## config.mk

```make
export PLATFORM = sky130hd
export DESIGN_NAME = bcd2bin_flat
export DESIGN_NICKNAME = d
export VERILOG_FILES = /design/src/rtl/bcd_pkg.sv /design/src/rtl/bcd2bin_if.sv /design/src/rtl/bcd_nibble_adj.sv /design/src/rtl/bcd2bin.sv /design/src/flat_wrapper.sv
export SDC_FILE = /design/constraint.sdc
export NUM_CORES = 1
export LEC_CHECK = 0
export ABC_CLOCK_PERIOD_IN_PS = 2300
export BUFFER_PORTS_ARGS = -buffer_cell sky130_fd_sc_hd__buf_2
export CAP_MARGIN = 10
export CORE_MARGIN = 3
export CORE_UTILIZATION = 57
export CTS_CLUSTER_SIZE = 12
export DETAILED_ROUTE_END_ITERATION = 8
export GPL_TIMING_DRIVEN = 0
export MAX_ROUTING_LAYER = met4
export PLACE_DENSITY = 0.84
export SLEW_MARGIN = 20
export SYNTH_ARGS = -nofsm -noshare
export SYNTH_HDL_FRONTEND = slang
export SYNTH_SLANG_ARGS = --single-unit
```

## constraint.sdc

```tcl
create_clock -name clk -period 2.3 [get_ports clk]
set_input_delay 0.23 -clock clk [delete_from_list [all_inputs] [get_ports clk]]
set_output_delay 0.23 -clock clk [all_outputs]
set_load 0.01 [all_outputs]
```

## src/rtl/bcd_pkg.sv

```systemverilog
// Shared BCD helpers: width derivation for BCD buses and the bcd2bin FSM state type.
package bcd_pkg;

  typedef enum logic [1:0] {
    IDLE  = 2'd0,
    SHIFT = 2'd1,
    DONE  = 2'd2
  } b2b_state_t;

  // BCD bits needed to hold any WIDTH-bit binary value (top digit may be partial).
  function automatic int unsigned bcd_width(input int unsigned width);
    return width + (width - 4) / 3 + 1;
  endfunction

  function automatic int unsigned bcd_digits(input int unsigned bcd_w);
    return (bcd_w + 3) / 4;
  endfunction

endpackage

```

## src/rtl/bcd2bin_if.sv

```systemverilog
// Request/response handshake bundle for the BCD to binary converter.
interface bcd2bin_if
  import bcd_pkg::*;
#(
  parameter int unsigned WIDTH = 16
);
  localparam int unsigned BCD_W = bcd_width(WIDTH);

  logic             in_valid;
  logic             in_ready;
  logic [BCD_W-1:0] in_bcd;
  logic             out_valid;
  logic             out_ready;
  logic [WIDTH-1:0] out_bin;
  logic             out_ovf;
  logic             out_err;

  modport master (
    output in_valid, in_bcd, out_ready,
    input  in_ready, out_valid, out_bin, out_ovf, out_err
  );

  modport slave (
    input  in_valid, in_bcd, out_ready,
    output in_ready, out_valid, out_bin, out_ovf, out_err
  );

endinterface

```

## src/rtl/bcd_nibble_adj.sv

```systemverilog
// Per-digit correction for reverse double dabble: a nibble >= 8 after the shift loses 3.
module bcd_nibble_adj (
  input  logic [3:0] i_nib,
  output logic [3:0] o_nib
);

  assign o_nib = (i_nib >= 4'd8) ? (i_nib - 4'd3) : i_nib;

endmodule

```

## src/rtl/bcd2bin.sv

```systemverilog
// Sequential BCD to binary converter: one right shift plus digit correction per clock.
module bcd2bin
  import bcd_pkg::*;
#(
  parameter int unsigned WIDTH = 16
) (
  input  logic      clk,
  input  logic      rst,
  bcd2bin_if.slave  bus
);

  localparam int unsigned BCD_W = bcd_width(WIDTH);
  localparam int unsigned ND    = bcd_digits(BCD_W);
  localparam int unsigned BR_W  = 4 * ND;
  localparam int unsigned CNT_W = $clog2(BCD_W);

  b2b_state_t       r_state;
  logic [BR_W-1:0]  r_bcd;
  logic [BCD_W-1:0] r_acc;
  logic [CNT_W-1:0] r_cnt;
  logic             r_err;
  logic             r_out_valid;
  logic [WIDTH-1:0] r_out_bin;
  logic             r_out_ovf;
  logic             r_out_err;

  logic [BR_W-1:0]  w_bcd_load;
  logic             w_load_err;
  logic [BR_W-1:0]  w_bcd_shr;
  logic [BR_W-1:0]  w_bcd_adj;
  logic [BCD_W-1:0] w_acc_next;
  logic             w_accept;

  assign w_bcd_load = BR_W'(bus.in_bcd);
  assign w_bcd_shr  = r_bcd >> 1;
  assign w_acc_next = {r_bcd[0], r_acc[BCD_W-1:1]};
  assign w_accept   = bus.in_valid && bus.in_ready;

  // Any digit above 9 marks the request as malformed; it still runs to completion.
  always_comb begin
    w_load_err = 1'b0;
    for (int i = 0; i < int'(ND); i++) begin
      if (w_bcd_load[4*i +: 4] > 4'd9) begin
        w_load_err = 1'b1;
      end
    end
  end

  for (genvar g = 0; g < int'(ND); g++) begin : g_adj
    bcd_nibble_adj u_adj (
      .i_nib (w_bcd_shr[4*g +: 4]),
      .o_nib (w_bcd_adj[4*g +: 4])
    );
  end

  always_ff @(posedge clk) begin
    if (rst) begin
      r_state     <= IDLE;
      r_bcd       <= '0;
      r_acc       <= '0;
      r_cnt       <= '0;
      r_err       <= 1'b0;
      r_out_valid <= 1'b0;
      r_out_bin   <= '0;
      r_out_ovf   <= 1'b0;
      r_out_err   <= 1'b0;
    end else begin
      case (r_state)
        IDLE: begin
          if (w_accept) begin
            r_bcd   <= w_bcd_load;
            r_acc   <= '0;
            r_cnt   <= '0;
            r_err   <= w_load_err;
            r_state <= SHIFT;
          end
        end
        SHIFT: begin
          r_bcd <= w_bcd_adj;
          r_acc <= w_acc_next;
          if (r_cnt == CNT_W'(BCD_W - 1)) begin
            r_out_bin   <= w_acc_next[WIDTH-1:0];
            r_out_ovf   <= |w_acc_next[BCD_W-1:WIDTH];
            r_out_err   <= r_err;
            r_out_valid <= 1'b1;
            r_state     <= DONE;
          end else begin
            r_cnt <= r_cnt + CNT_W'(1);
          end
        end
        DONE: begin
          if (bus.out_ready) begin
            r_out_valid <= 1'b0;
            r_state     <= IDLE;
          end
        end
        default: begin
          r_out_valid <= 1'b0;
          r_state     <= IDLE;
        end
      endcase
    end
  end

  assign bus.in_ready  = (r_state == IDLE) && !rst;
  assign bus.out_valid = r_out_valid;
  assign bus.out_bin   = r_out_bin;
  assign bus.out_ovf   = r_out_ovf;
  assign bus.out_err   = r_out_err;

endmodule

```

## src/flat_wrapper.sv

```systemverilog
// flat-port wrapper written by rule: the top's interface ports become plain ports
module bcd2bin_flat import bcd_pkg::*;
#(
  parameter int unsigned WIDTH = 16
)
  (clk, rst, bus_in_valid, bus_in_bcd, bus_out_ready, bus_in_ready, bus_out_valid, bus_out_bin, bus_out_ovf, bus_out_err);
  bcd2bin_if #(.WIDTH(WIDTH)) bus_i ();
  input  logic clk;
  input  logic rst;
  input wire logic [$bits(bus_i.in_valid)-1:0] bus_in_valid;
  input wire logic [$bits(bus_i.in_bcd)-1:0] bus_in_bcd;
  input wire logic [$bits(bus_i.out_ready)-1:0] bus_out_ready;
  output wire logic [$bits(bus_i.in_ready)-1:0] bus_in_ready;
  output wire logic [$bits(bus_i.out_valid)-1:0] bus_out_valid;
  output wire logic [$bits(bus_i.out_bin)-1:0] bus_out_bin;
  output wire logic [$bits(bus_i.out_ovf)-1:0] bus_out_ovf;
  output wire logic [$bits(bus_i.out_err)-1:0] bus_out_err;
  assign bus_i.in_valid = bus_in_valid;
  assign bus_i.in_bcd = bus_in_bcd;
  assign bus_i.out_ready = bus_out_ready;
  assign bus_in_ready = bus_i.in_ready;
  assign bus_out_valid = bus_i.out_valid;
  assign bus_out_bin = bus_i.out_bin;
  assign bus_out_ovf = bus_i.out_ovf;
  assign bus_out_err = bus_i.out_err;
  bcd2bin #(.WIDTH(WIDTH)) u_core (.clk(clk), .rst(rst), .bus(bus_i));
endmodule
```

# Yosys cells after proc, flatten, opt, wreduce, memory -nomap -nowiden
# Index checks and enable logic that the tools add are counted.
[word_totals] register_bits=72 input_bits=25 out_inout_bits=20
[op_classes] add_sub_neg=7 magnitude_cmp=12 n_eq_ne=7 mux=26 bitwise=1 reduce_logical=12
[op_table] op="$pmux W24 S2" count=1
[op_table] op="$pmux W21 S2" count=1
[op_table] op="$mux W24" count=1
[op_table] op="$mux W4" count=6
[op_table] op="$mux W21" count=1
[op_table] op="$ge A4 B4 Y1 const B" count=5
[op_table] op="$gt A4 B4 Y1 const B" count=5
[op_table] op="$sub A4 B2 Y4 const B" count=5
[op_table] op="$mux W5" count=2
[op_table] op="$pmux W5 S2" count=1
[op_table] op="$reduce_and A3 Y1" count=3
[op_table] op="$mux W1" count=8
[op_table] op="$mux W2" count=3
[op_table] op="$pmux W2 S3" count=1
[op_table] op="$reduce_and A2 Y1" count=3
[op_table] op="$add A5 B1 Y5 const B" count=1
[op_table] op="$eq A5 B5 Y1 const B" count=1
[op_table] op="$reduce_or A5 Y1" count=1
[op_table] op="$ge A3 B4 Y1 const B" count=1
[op_table] op="$gt A1 B4 Y1 const B" count=1
[op_table] op="$ne A2 B1 Y1 const B" count=2
[op_table] op="$ne A2 B2 Y1 const B" count=2
[op_table] op="$sub A3 B2 Y4 const B" count=1
[op_table] op="$pmux W1 S3" count=1
[op_table] op="7 further kinds" count=8

# Depth between registers and ports, before layout
# Gate-level depths: netlist (run 1).
[depth] ltp_word=7 ltp_mapped=7

# Cells and area by module
# From an unflattened synthesis (run 1), not the netlist that was laid out.
[unflattened] cells_unflattened=417 hier_area_um2=3358.2
[by_module_without_submodules] module="bcd2bin" instances=1 cells_each=351 area_each_um2=2900.3 seq_area_each_um2=1421.4
[by_module_without_submodules] module="bcd_nibble_adj" instances=6 cells_each=11 area_each_um2=76.3 seq_area_each_um2=0.0

# Worst setup path before layout (run 1)
# No wires, ideal clock.
[synth_path] path_type="reg2reg" from="reg u_core.r_cnt[0]" to="reg u_core.r_out_bin[12] (netlist: u_core.bus.out_bin[12])" setup_time_ns=0.070 arrival_time_ns=1.508 required_time_ns=2.230 setup_slack_ns=0.722 stages_incl_launch_ff=8 n_path_buf=1 synth_period_minus_slack_ns=1.578 cell_sequence="dfxtp_1 > inv_1 > ha_1 > and4b_1 > nand2_1 > clkbuf_1 > nand2_1 > a21oi_1"
[synth_between] elab_chain_len=2
[synth_lines] item="from (decl)" line_no="bcd2bin.sv:20" rtl="logic [CNT_W-1:0] r_cnt;"
[synth_lines] item="from (signal assigned)" line_no="bcd2bin.sv:88" rtl="r_cnt <= r_cnt + CNT_W'(1);"
[synth_lines] item="$eq A5 B5 Y1" line_no="bcd2bin.sv:81" rtl="if (r_cnt == CNT_W'(BCD_W - 1)) begin"
[synth_lines] item="$reduce_and A2 Y1 (no source line)"
[synth_lines] item="to (signal assigned)" line_no="bcd2bin.sv:82" rtl="r_out_bin <= w_acc_next[WIDTH-1:0];"
[synth_lines] item="to (decl)" line_no="bcd2bin.sv:23" rtl="logic [WIDTH-1:0] r_out_bin;"
# Every way passes these cells.
# A chain may end at the register's enable or synchronous reset.

# Worst setup path after layout (run 1)
[layout_path] from="reg u_core.r_cnt[0]" to="reg u_core.r_out_bin[13] (netlist: u_core.bus.out_bin[13])"
# The elaborated chain is that of the path after synthesis.

==> results.json, run 1 <==
{
  "ys_types": 32,
  "async_flop_share": 0,
  "io_buffers": 42,
  "fill_cells": 448,
  "p_int_mw": 1.77,
  "clk_pin_slew_ns": 0.07,
  "grt_util_met2": 0.397,
  "critPathRequiredTime_ns": 2.58,
  "fin_crit_sh": 0.846,
  "tritoncts": "yes",
  "post-cts-setup-buffers": 0,
  "ant_nets": 0,
  "leakage_nw": 1.39,
  "syn_area_um2": 3120,
  "hold_start": "bus_in_bcd[20]",
  "rr_worst_depth": 7,
  "core_area_um2": 5200,
  "clockRootBuffer": "clkbuf_8",
  "crit_type": "reg -> reg",
  "layout.cells.most_common_list": "nand2_1, dfxtp_1, buf_2, a21oi_1, nor2_1",
  "cts_sinks": 68,
  "p_seq_frac": 0.504,
  "maxCapViolCount": 0,
  "reg2reg_from": "u_core.r_cnt[0]",
  "crit_family": "simple AND/OR/NAND/NOR gates",
  "fmax_mhz": 514,
  "skew_ns": 0.00859,
  "ys_seq_elements": 68,
  "final_common_cell": "nand2_1",
  "cp-start-kind": "flip-flop",
  "cts_made_buffers": 9,
  "die_h_um": 80.0,
  "grt_max_degree": 14,
  "dp.cells": 503,
  "setup_viol": 0,
  "cts_buffer_depth": 2,
  "combPwrFrac": 0.149,
  "dpl.hpwl_um": 5440,
  "final_cells": 519,
  "fin_crit_ns": 1.95,
  "track_usage": 0.263,
  "grt_pass1_vias": 2733,
  "use_met3": 0.0440,
  "drc": 0,
  "grt_pass1_wl_um": 12700,
  "max_slew.worst_pin.slew_ns": 0.552,
  "hold_depth": 3,
  "cp_max_fo": 10,
  "die_area_um2": 6400,
  "reg2reg_to": "u_core.bus.out_bin[13]",
  "num_rows": 26,
  "initial_core_util": 0.599,
  "p_sw_uw": 763,
  "ys_seq_area_frac": 0.436,
  "grt_overflow": 0,
  "vias": 2901,
  "synth.largest_area_cell": "dfxtp_1",
  "hold_violations": 0,
  "hold_buffers": 0,
  "antenna_found_initial": 0,
  "ys.flop_type": "dfxtp_1",
  "switching_share": 0.301,
  "drt_wl_total_um": 7670,
  "use_met1": 0.346,
  "path_buf_inv": 2,
  "p_per_area_nw_per_um2": 705,
  "vdd_drop_max_uv": 562,
  "outcome": "finished clean",
  "synthTopCellsByArea": "dfxtp_1, a21oi_1, nand2_1",
  "clock_power_share": 0.348,
  "insertion_delay_ns": 0.35,
  "layout-drive-gt1-share": 0.158,
  "rsz0062_at_grt": "false",
  "drt_pre_antenna_iters": 4,
  "drt-initial-drc-count": 246,
  "top_usage_layer": "met2",
  "tns_ns": 0,
  "whs_ns": 0.125,
  "end_kind": "flip-flop",
  "hold_path.class": "in -> reg",
  "max_slew_margin": 0.632,
  "timing.reg2reg.setup_slack_ns": 0.35,
  "worst_ep_arrival_time_ns": 2.23,
  "synth_edf_count": 0,
  "path_depth": 7,
  "ctsResizeCount": 0,
  "min_to": "u_core.r_bcd[20]",
  "avgViaCountPerCell": 5.59,
  "nets": 481,
  "synth_warnings": 0,
  "path_common_cell": "nand2_1",
  "n_antenna_cell": 0,
  "final_max_slew_viol_count": 0,
  "cp_cell_sequence": "inv_1, ha_1, and4b_1, nand2_1, clkbuf_1, nand2_1, a21oi_1",
  "routabilityCongestion": 0.932,
  "avgSynthCellArea_um2": 7.98,
  "syn_inst": 391,
  "pin_count": 45,
  "wl_per_cell_um": 14.8,
  "area_growth_pct": 15.2,
  "synth_top_area_frac": 0.436,
  "cp_slowest_cell": "dfxtp_1",
  "synth_fp_nets": 428,
  "htree_num_levels": 3,
  "cpPeakStageDelay_ns": 0.42,
  "die_w_um": 80.0
}
==> worst min-delay path: cells and delay by family <==
family,cells,cell delay [ns]
AOI/OAI and AO/OA,1,0.05
buffers and inverters,1,0.10
and+or+nand+nor,1,0.05
==> cell usage after synthesis, types with 7 or more instances <==
master	instances
nor3_1	11
nand3_1	23
inv_1	14
ha_1	12
a211oi_1	18
dfxtp_1	68
a21oi_1	52
a2bb2oi_1	7
o21ai_0	14
nand2_1	69
clkbuf_1	15
nor2_1	31
buf_2	10
==> layer usage <==
layer | part of all wire | routed length, µm | vias to the layer above
met5 | 0 | 0 | -
met2 | 0.47 | 3590 | 94
met1 | 0.45 | 3470 | 1345
met3 | 0.054 | 417 | 19
li1 | - | - | 1443
met4 | 0.024 | 186 | 0
==> layout make-up <==
type / instances / area, µm² / area share
plain buffers: 28 / 118 / 0.0327
clock buffers: 9 / 124 / 0.0345
clock inverters: 7 / 52.6 / 0.0146
multi-input cells: 281 / 1590 / 0.442
repair buffers: 42 / 210 / 0.0585
flip-flops and latches: 68 / 1360 / 0.379
well taps: 70 / 87.6 / 0.0244
inverters: 14 / 52.6 / 0.0146
==> cell families after synthesis <==
logic type	count (synthesis)	synth area share
xor gates and xnor gates	10	0.0281
buffers and inverters	42	0.0546
adders and majority gates	12	0.0481
and+or+nand+nor	155	0.227
DFF	68	0.436
AOI/OAI and AO/OA	99	0.190
muxes	5	0.0160
==> registers in the layout, summed over array words and instances (netlist names) <==
| signal | count |
|---|---|
| u_core.r_bcd | 21 |
| u_core.r_acc | 20 |
| u_core.bus.out_bin | 16 |
| u_core.r_cnt | 5 |
| u_core.r_state | 2 |
| u_core.bus.out_err | 1 |
| u_core.bus.out_ovf | 1 |
| u_core.bus.out_valid | 1 |
| u_core.r_err | 1 |
==> metrics by stage <==
step,worst slack (ns),utilization,total power [mW],cell area [µm²]
after floorplan,0.722,-,1.56,3120
after global placement,0.432,0.656,1.65,3420
after detailed placement,0.391,0.656,1.67,3420
after CTS,0.371,0.690,2.53,3590
after global routing,0.165,0.690,2.64,3590
final,0.354,0.690,2.53,3590
==> worst max-delay path by stage <==
stage,end,start,slack (ns)
4_1_cts,u_core.bus.out_bin[13],u_core.r_cnt[0],0.37
6_report,u_core.bus.out_bin[13],u_core.r_cnt[0],0.35
2_1_floorplan,u_core.bus.out_bin[12],u_core.r_cnt[0],0.72
3_5_place_dp,u_core.bus.out_bin[13],u_core.r_cnt[0],0.39
3_3_place_gp,u_core.bus.out_bin[12],u_core.r_cnt[0],0.43
5_1_grt,u_core.bus.out_bin[6],u_core.r_cnt[0],0.17
==> power groups by stage <==
stage / clock (mW) / sequential [mW] / combinational, mW
after floorplan: 0 / 1.29 / 0.270
after global placement: 0 / 1.30 / 0.356
after detailed placement: 0 / 1.30 / 0.368
after CTS: 0.887 / 1.28 / 0.371
after global routing: 0.941 / 1.28 / 0.418
final: 0.880 / 1.28 / 0.376
No activity file was read; power rests on OpenSTA's default activity.
==> run 2: changes to the inputs <==
--- a/config.mk
+++ b/config.mk
@@ -5,7 +5,7 @@
 export SDC_FILE = /design/constraint.sdc
 export NUM_CORES = 1
 export LEC_CHECK = 0
-export ABC_CLOCK_PERIOD_IN_PS = 2300
+export ABC_CLOCK_PERIOD_IN_PS = 1900
 export BUFFER_PORTS_ARGS = -buffer_cell sky130_fd_sc_hd__buf_2
 export CAP_MARGIN = 10
 export CORE_MARGIN = 3
==> constraint.sdc (replaced) <==
create_clock -name clk -period 1.9 [get_ports clk]
set_input_delay 0.19 -clock clk [delete_from_list [all_inputs] [get_ports clk]]
set_output_delay 0.19 -clock clk [all_outputs]
set_load 0.01 [all_outputs]
==> results.json, run 2 (same netlist as run 1, synthesis figures left out) <==
{
  "max_slew.worst_pin.slew_ns": 0.547,
  "dpl.hpwl_um": 5440,
  "area_growth_pct": 15.4,
  "hold_path.class": "in -> reg",
  "clockRootBuffer": "clkbuf_8",
  "combPwrFrac": 0.149,
  "insertion_delay_ns": 0.35,
  "avgViaCountPerCell": 5.64,
  "worst_ep_arrival_time_ns": 2.06,
  "crit_type": "reg -> reg",
  "cts_made_buffers": 9,
  "n_antenna_cell": 0,
  "outcome": "finished clean",
  "p_per_area_nw_per_um2": 853,
  "vdd_drop_max_uv": 686,
  "cpPeakStageDelay_ns": 0.45,
  "grt_pass1_vias": 2721,
  "fin_crit_sh": 0.940,
  "pin_count": 45,
  "crit_family": "buffers and inverters",
  "leakage_nw": 1.39,
  "fill_cells": 446,
  "cp_max_fo": 10,
  "multi_input_area_um2": 1600,
  "p_int_mw": 2.14,
  "cp-start-kind": "flip-flop",
  "core_area_um2": 5200,
  "dp_slack_ns": -0.00889,
  "cts_buffer_depth": 2,
  "setup_viol": 0,
  "die_w_um": 80.0,
  "switching_share": 0.302,
  "clk_pin_slew_ns": 0.07,
  "p_seq_frac": 0.503,
  "initial_core_util": 0.599,
  "track_usage": 0.263,
  "p_sw_uw": 928,
  "max_slew_margin": 0.635,
  "layout-drive-gt1-share": 0.163,
  "hold_violations": 0,
  "regArea_um2": 1360,
  "grt_overflow": 0,
  "whs_ns": 0.0838,
  "layout.cells.most_common_list": "nand2_1, dfxtp_1, buf_2, a21oi_1, nor2_1",
  "drt_pre_antenna_iters": 5,
  "largest_reg_flops": 21,
  "wl_per_cell_um": 14.9,
  "ant_nets": 0,
  "grt_max_degree": 20,
  "rsz0062_at_grt": "false",
  "drt-initial-drc-count": 211,
  "routabilityCongestion": 0.932,
  "die_area_um2": 6400,
  "hold_buffers": 0,
  "tritoncts": "yes",
  "num_rows": 26,
  "vias": 2921,
  "end_kind": "flip-flop",
  "antenna_found_initial": 0,
  "grt_pass1_wl_um": 12600,
  "nets": 480,
  "fmax_mhz": 560,
  "htree_num_levels": 3,
  "drt_wl_total_um": 7740,
  "setup_ws_ns": 0.113,
  "critPathRequiredTime_ns": 2.17,
  "cp_slowest_cell": "buf_1",
  "die_h_um": 80.0,
  "cp_cell_sequence": "buf_2, nand2b_1, clkbuf_1, buf_1, nand3_1, a21oi_1",
  "post-cts-setup-buffers": 0,
  "largest_register": "u_core.r_bcd",
  "fin_crit_ns": 1.79,
  "clock_power_share": 0.348,
  "final_max_slew_viol_count": 0,
  "drc": 0,
  "maxCapViolCount": 0,
  "cts_sinks": 68,
  "skew_ns": 0.00945,
  "utilization": 0.691,
  "io_buffers": 42,
  "path_buf_inv": 3
}
-- run 2: per-stage QoR --
step | power (mW) | setup TNS, ns | instances | instance area [µm²]
3_5_place_dp | 2.02 | -0.0187 | 503 | 3420
3_3_place_gp | 2.00 | 0 | 503 | 3420
5_1_grt | 3.20 | 0 | 518 | 3600
2_1_floorplan | 1.89 | 0 | 391 | 3120
6_report | 3.07 | 0 | 518 | 3600
4_1_cts | 3.07 | 0 | 518 | 3590
-- run 2: power groups by stage --
stage	combinational (mW)	clock, mW	sequential, mW
after floorplan	0.327	0	1.56
after global routing	0.507	1.14	1.55
after CTS	0.449	1.07	1.54
after global placement	0.431	0	1.57
final	0.458	1.07	1.55
after detailed placement	0.445	0	1.58
-- run 2: worst paths after layout --
kind / end / start / slack, ns / cells past startpoint
worst min-delay path: u_core.r_bcd[20] / bus_in_bcd[20] / 0.08 / 3
worst min register to register: u_core.bus.out_bin[9] / u_core.bus.out_bin[9] / 0.45 / 2
worst max register to register: u_core.r_acc[16] / u_core.r_state[1] / 0.11 / 6
worst max-delay path: u_core.r_acc[16] / u_core.r_state[1] / 0.11 / 6
-- run 2: area by class of cell --
class	instances	area share
clock buffer	9	0.0344
multi-input combinational	281	0.443
buffer	27	0.0320
sequential	68	0.378
clock inverter	7	0.0146
inverter	14	0.0146
timing repair buffer	42	0.0584
tap	70	0.0243
-- run 2: repair_timing --
action,4_1_cts,5_1_grt
gates cloned,0,0
gates resized for setup,0,3
pin swaps,0,1
setup endpoints to repair,8,23
-- run 2: layer usage --
layer	track usage	routed length [µm]
met5	-	0
met4	0.120	179
met2	0.398	3600
met3	0.0440	439
met1	0.346	3520
-- run 2: worst register-to-register path: stages (launching register included) --
cell and delay, ns:
dfxtp_1 0.31, buf_2 0.18, nand2b_1 0.14, clkbuf_1 0.28, buf_1 0.45, nand3_1 0.16, a21oi_1 0.18
==> run 3: changes to the inputs <==
--- a/config.mk
+++ b/config.mk
@@ -5,7 +5,7 @@
 export SDC_FILE = /design/constraint.sdc
 export NUM_CORES = 1
 export LEC_CHECK = 0
-export ABC_CLOCK_PERIOD_IN_PS = 1900
+export ABC_CLOCK_PERIOD_IN_PS = 1670
 export BUFFER_PORTS_ARGS = -buffer_cell sky130_fd_sc_hd__buf_2
 export CAP_MARGIN = 10
 export CORE_MARGIN = 3
==> constraint.sdc (replaced) <==
create_clock -name clk -period 1.67 [get_ports clk]
set_input_delay 0.167 -clock clk [delete_from_list [all_inputs] [get_ports clk]]
set_output_delay 0.167 -clock clk [all_outputs]
set_load 0.01 [all_outputs]
==> results.json, run 3 (same netlist as run 1, synthesis figures left out) <==
{
  "min_to": "u_core.r_bcd[20]",
  "fill_cells": 423,
  "max_slew.worst_pin.slew_ns": 0.539,
  "worst_ep_arrival_time_ns": 1.85,
  "grt_pass1_vias": 2788,
  "cp_cell_sequence": "nor4b_4, buf_4, a21oi_2, or3_4, a21oi_2",
  "skew_ns": 0.00891,
  "num_rows": 26,
  "grt_pass1_wl_um": 12900,
  "layout-drive-gt1-share": 0.203,
  "track_usage": 0.269,
  "die_w_um": 80.0,
  "fin_crit_sh": 0.930,
  "cp-start-kind": "flip-flop",
  "highest_layer": "met4",
  "drt_wl_total_um": 7870,
  "n_antenna_cell": 0,
  "drt_pre_antenna_iters": 5,
  "grt_overflow": 0,
  "hold_path.class": "in -> reg",
  "crit_family": "simple AND/OR/NAND/NOR gates",
  "cts_buffer_depth": 2,
  "wl_met3_um": 552,
  "routabilityCongestion": 0.932,
  "hold_start": "bus_in_bcd[20]",
  "grt_max_degree": 14,
  "cpPeakStageDelay_ns": 0.39,
  "critPathRequiredTime_ns": 1.96,
  "rr_worst_depth": 5,
  "final_max_slew_viol_count": 0,
  "maxCapViolCount": 0,
  "max_slew_margin": 0.641,
  "htree_num_levels": 3,
  "timing.reg2reg.setup_slack_ns": 0.12,
  "vdd_drop_max_uv": 801,
  "path_buf_inv": 1,
  "dpl.hpwl_um": 5440,
  "multi_input_area_um2": 1610,
  "fmax_mhz": 644,
  "final_common_cell": "nand2_1",
  "fin_crit_ns": 1.55,
  "leakage_nw": 1.45,
  "reg2reg_to": "u_core.r_cnt[3]",
  "drc": 0,
  "p_per_area_nw_per_um2": 954,
  "io_buffers": 42,
  "path_common_cell": "a21oi_2",
  "cts_sinks": 68,
  "core_area_um2": 5200,
  "avgViaCountPerCell": 5.61,
  "cp_max_fo": 9,
  "finalPower_mw": 3.51,
  "regArea_um2": 1370,
  "cts_made_buffers": 9,
  "area_growth_pct": 18.1,
  "whs_ns": 0.0564,
  "ant_nets": 0,
  "pin_count": 45,
  "cp_slowest_cell": "or3_4",
  "utilization": 0.708,
  "antenna_found_initial": 0,
  "largest_reg_flops": 21,
  "insertion_delay_ns": 0.36,
  "hold_depth": 3,
  "die_area_um2": 6400,
  "layout.cells.most_common_list": "nand2_1, dfxtp_1, a21oi_1, buf_2, nor2_1",
  "end_kind": "flip-flop",
  "hold_violations": 0,
  "reg2reg_from": "u_core.r_state[0]",
  "tritoncts": "yes",
  "initial_core_util": 0.599,
  "clockRootBuffer": "clkbuf_8",
  "dr_wl_met2_um": 3650,
  "die_h_um": 80.0,
  "wl_per_cell_um": 15.0,
  "nets": 485,
  "drt-initial-drc-count": 235,
  "hold_buffers": 0,
  "clk_pin_slew_ns": 0.08,
  "crit_type": "reg -> reg",
  "vias": 2936,
  "largest_register": "u_core.r_bcd",
  "setup_viol": 0,
  "wl_met1_um": 3430,
  "outcome": "finished clean"
}
==> run 3: cell types whose count changed in the layout (fill, tap and decap cells not counted), sizes merged <==
cell / change
clkbuf: +5
==> run 3: metal layers <==
metal  vias up  track usage
met3        23       0.0463
met1      1342        0.347
met5         -            -
met4         0        0.133
li1       1452            -
met2       119        0.406
==> run 3: tightest hold or removal path, cell delays in order <==
cell	delay [ns]
buf_2	0.10
nand2_1	0.04
a21oi_1	0.05
==> run 3: layout make-up <==
type,count,area share
multi-input combinational,281,0.438
sequential,68,0.371
timing repair buffer,48,0.0693
buffer,26,0.0367
clock buffer,9,0.0336
tap,70,0.0238
clock inverter,7,0.0143
inverter,14,0.0143
==> run 3: worst max-delay path by stage <==
| stage | from | end | slack, ns | depth (start not counted) |
|---|---|---|---|---|
| 2_1_floorplan | u_core.r_cnt[0] | u_core.bus.out_bin[12] | 0.09 | 7 |
| 3_3_place_gp | u_core.r_cnt[0] | u_core.bus.out_bin[12] | -0.20 | 7 |
| 3_5_place_dp | u_core.r_cnt[0] | u_core.bus.out_bin[13] | -0.24 | 7 |
| 4_1_cts | u_core.r_state[1] | u_core.r_bcd[2] | 0.008 | 6 |
| 5_1_grt | u_core.r_state[0] | u_core.r_cnt[3] | -0.01 | 5 |
| 6_report | u_core.r_state[0] | u_core.r_cnt[3] | 0.12 | 5 |
==> run 3: timing repair <==
| action | 4_1_cts | 5_1_grt |
|---|---|---|
| gates cloned | 0 | 0 |
| setup buffers | 3 | 3 |
| pin swaps | 1 | 2 |
| resized for setup | 10 | 16 |
| endpoints found under the setup margin | 28 | 50 |
==> run 3: where the power goes <==
part | switching (mW) | total (mW) | internal [mW]
logic | 0.313 | 0.532 | 0.218
registers | 0.0747 | 1.76 | 1.69
clock network | 0.674 | 1.22 | 0.545
==> run 3: per-stage QoR <==
stage                     TNS, ns  setup WS [ns]  cells  area, µm²
after detailed placement    -2.63         -0.239    503       3420
after floorplan                 0         0.0916    391       3120
final                           0          0.118    523       3680
after global routing      -0.0224        -0.0112    523       3680
after CTS                       0        0.00789    522       3640
after global placement      -2.06         -0.198    503       3420
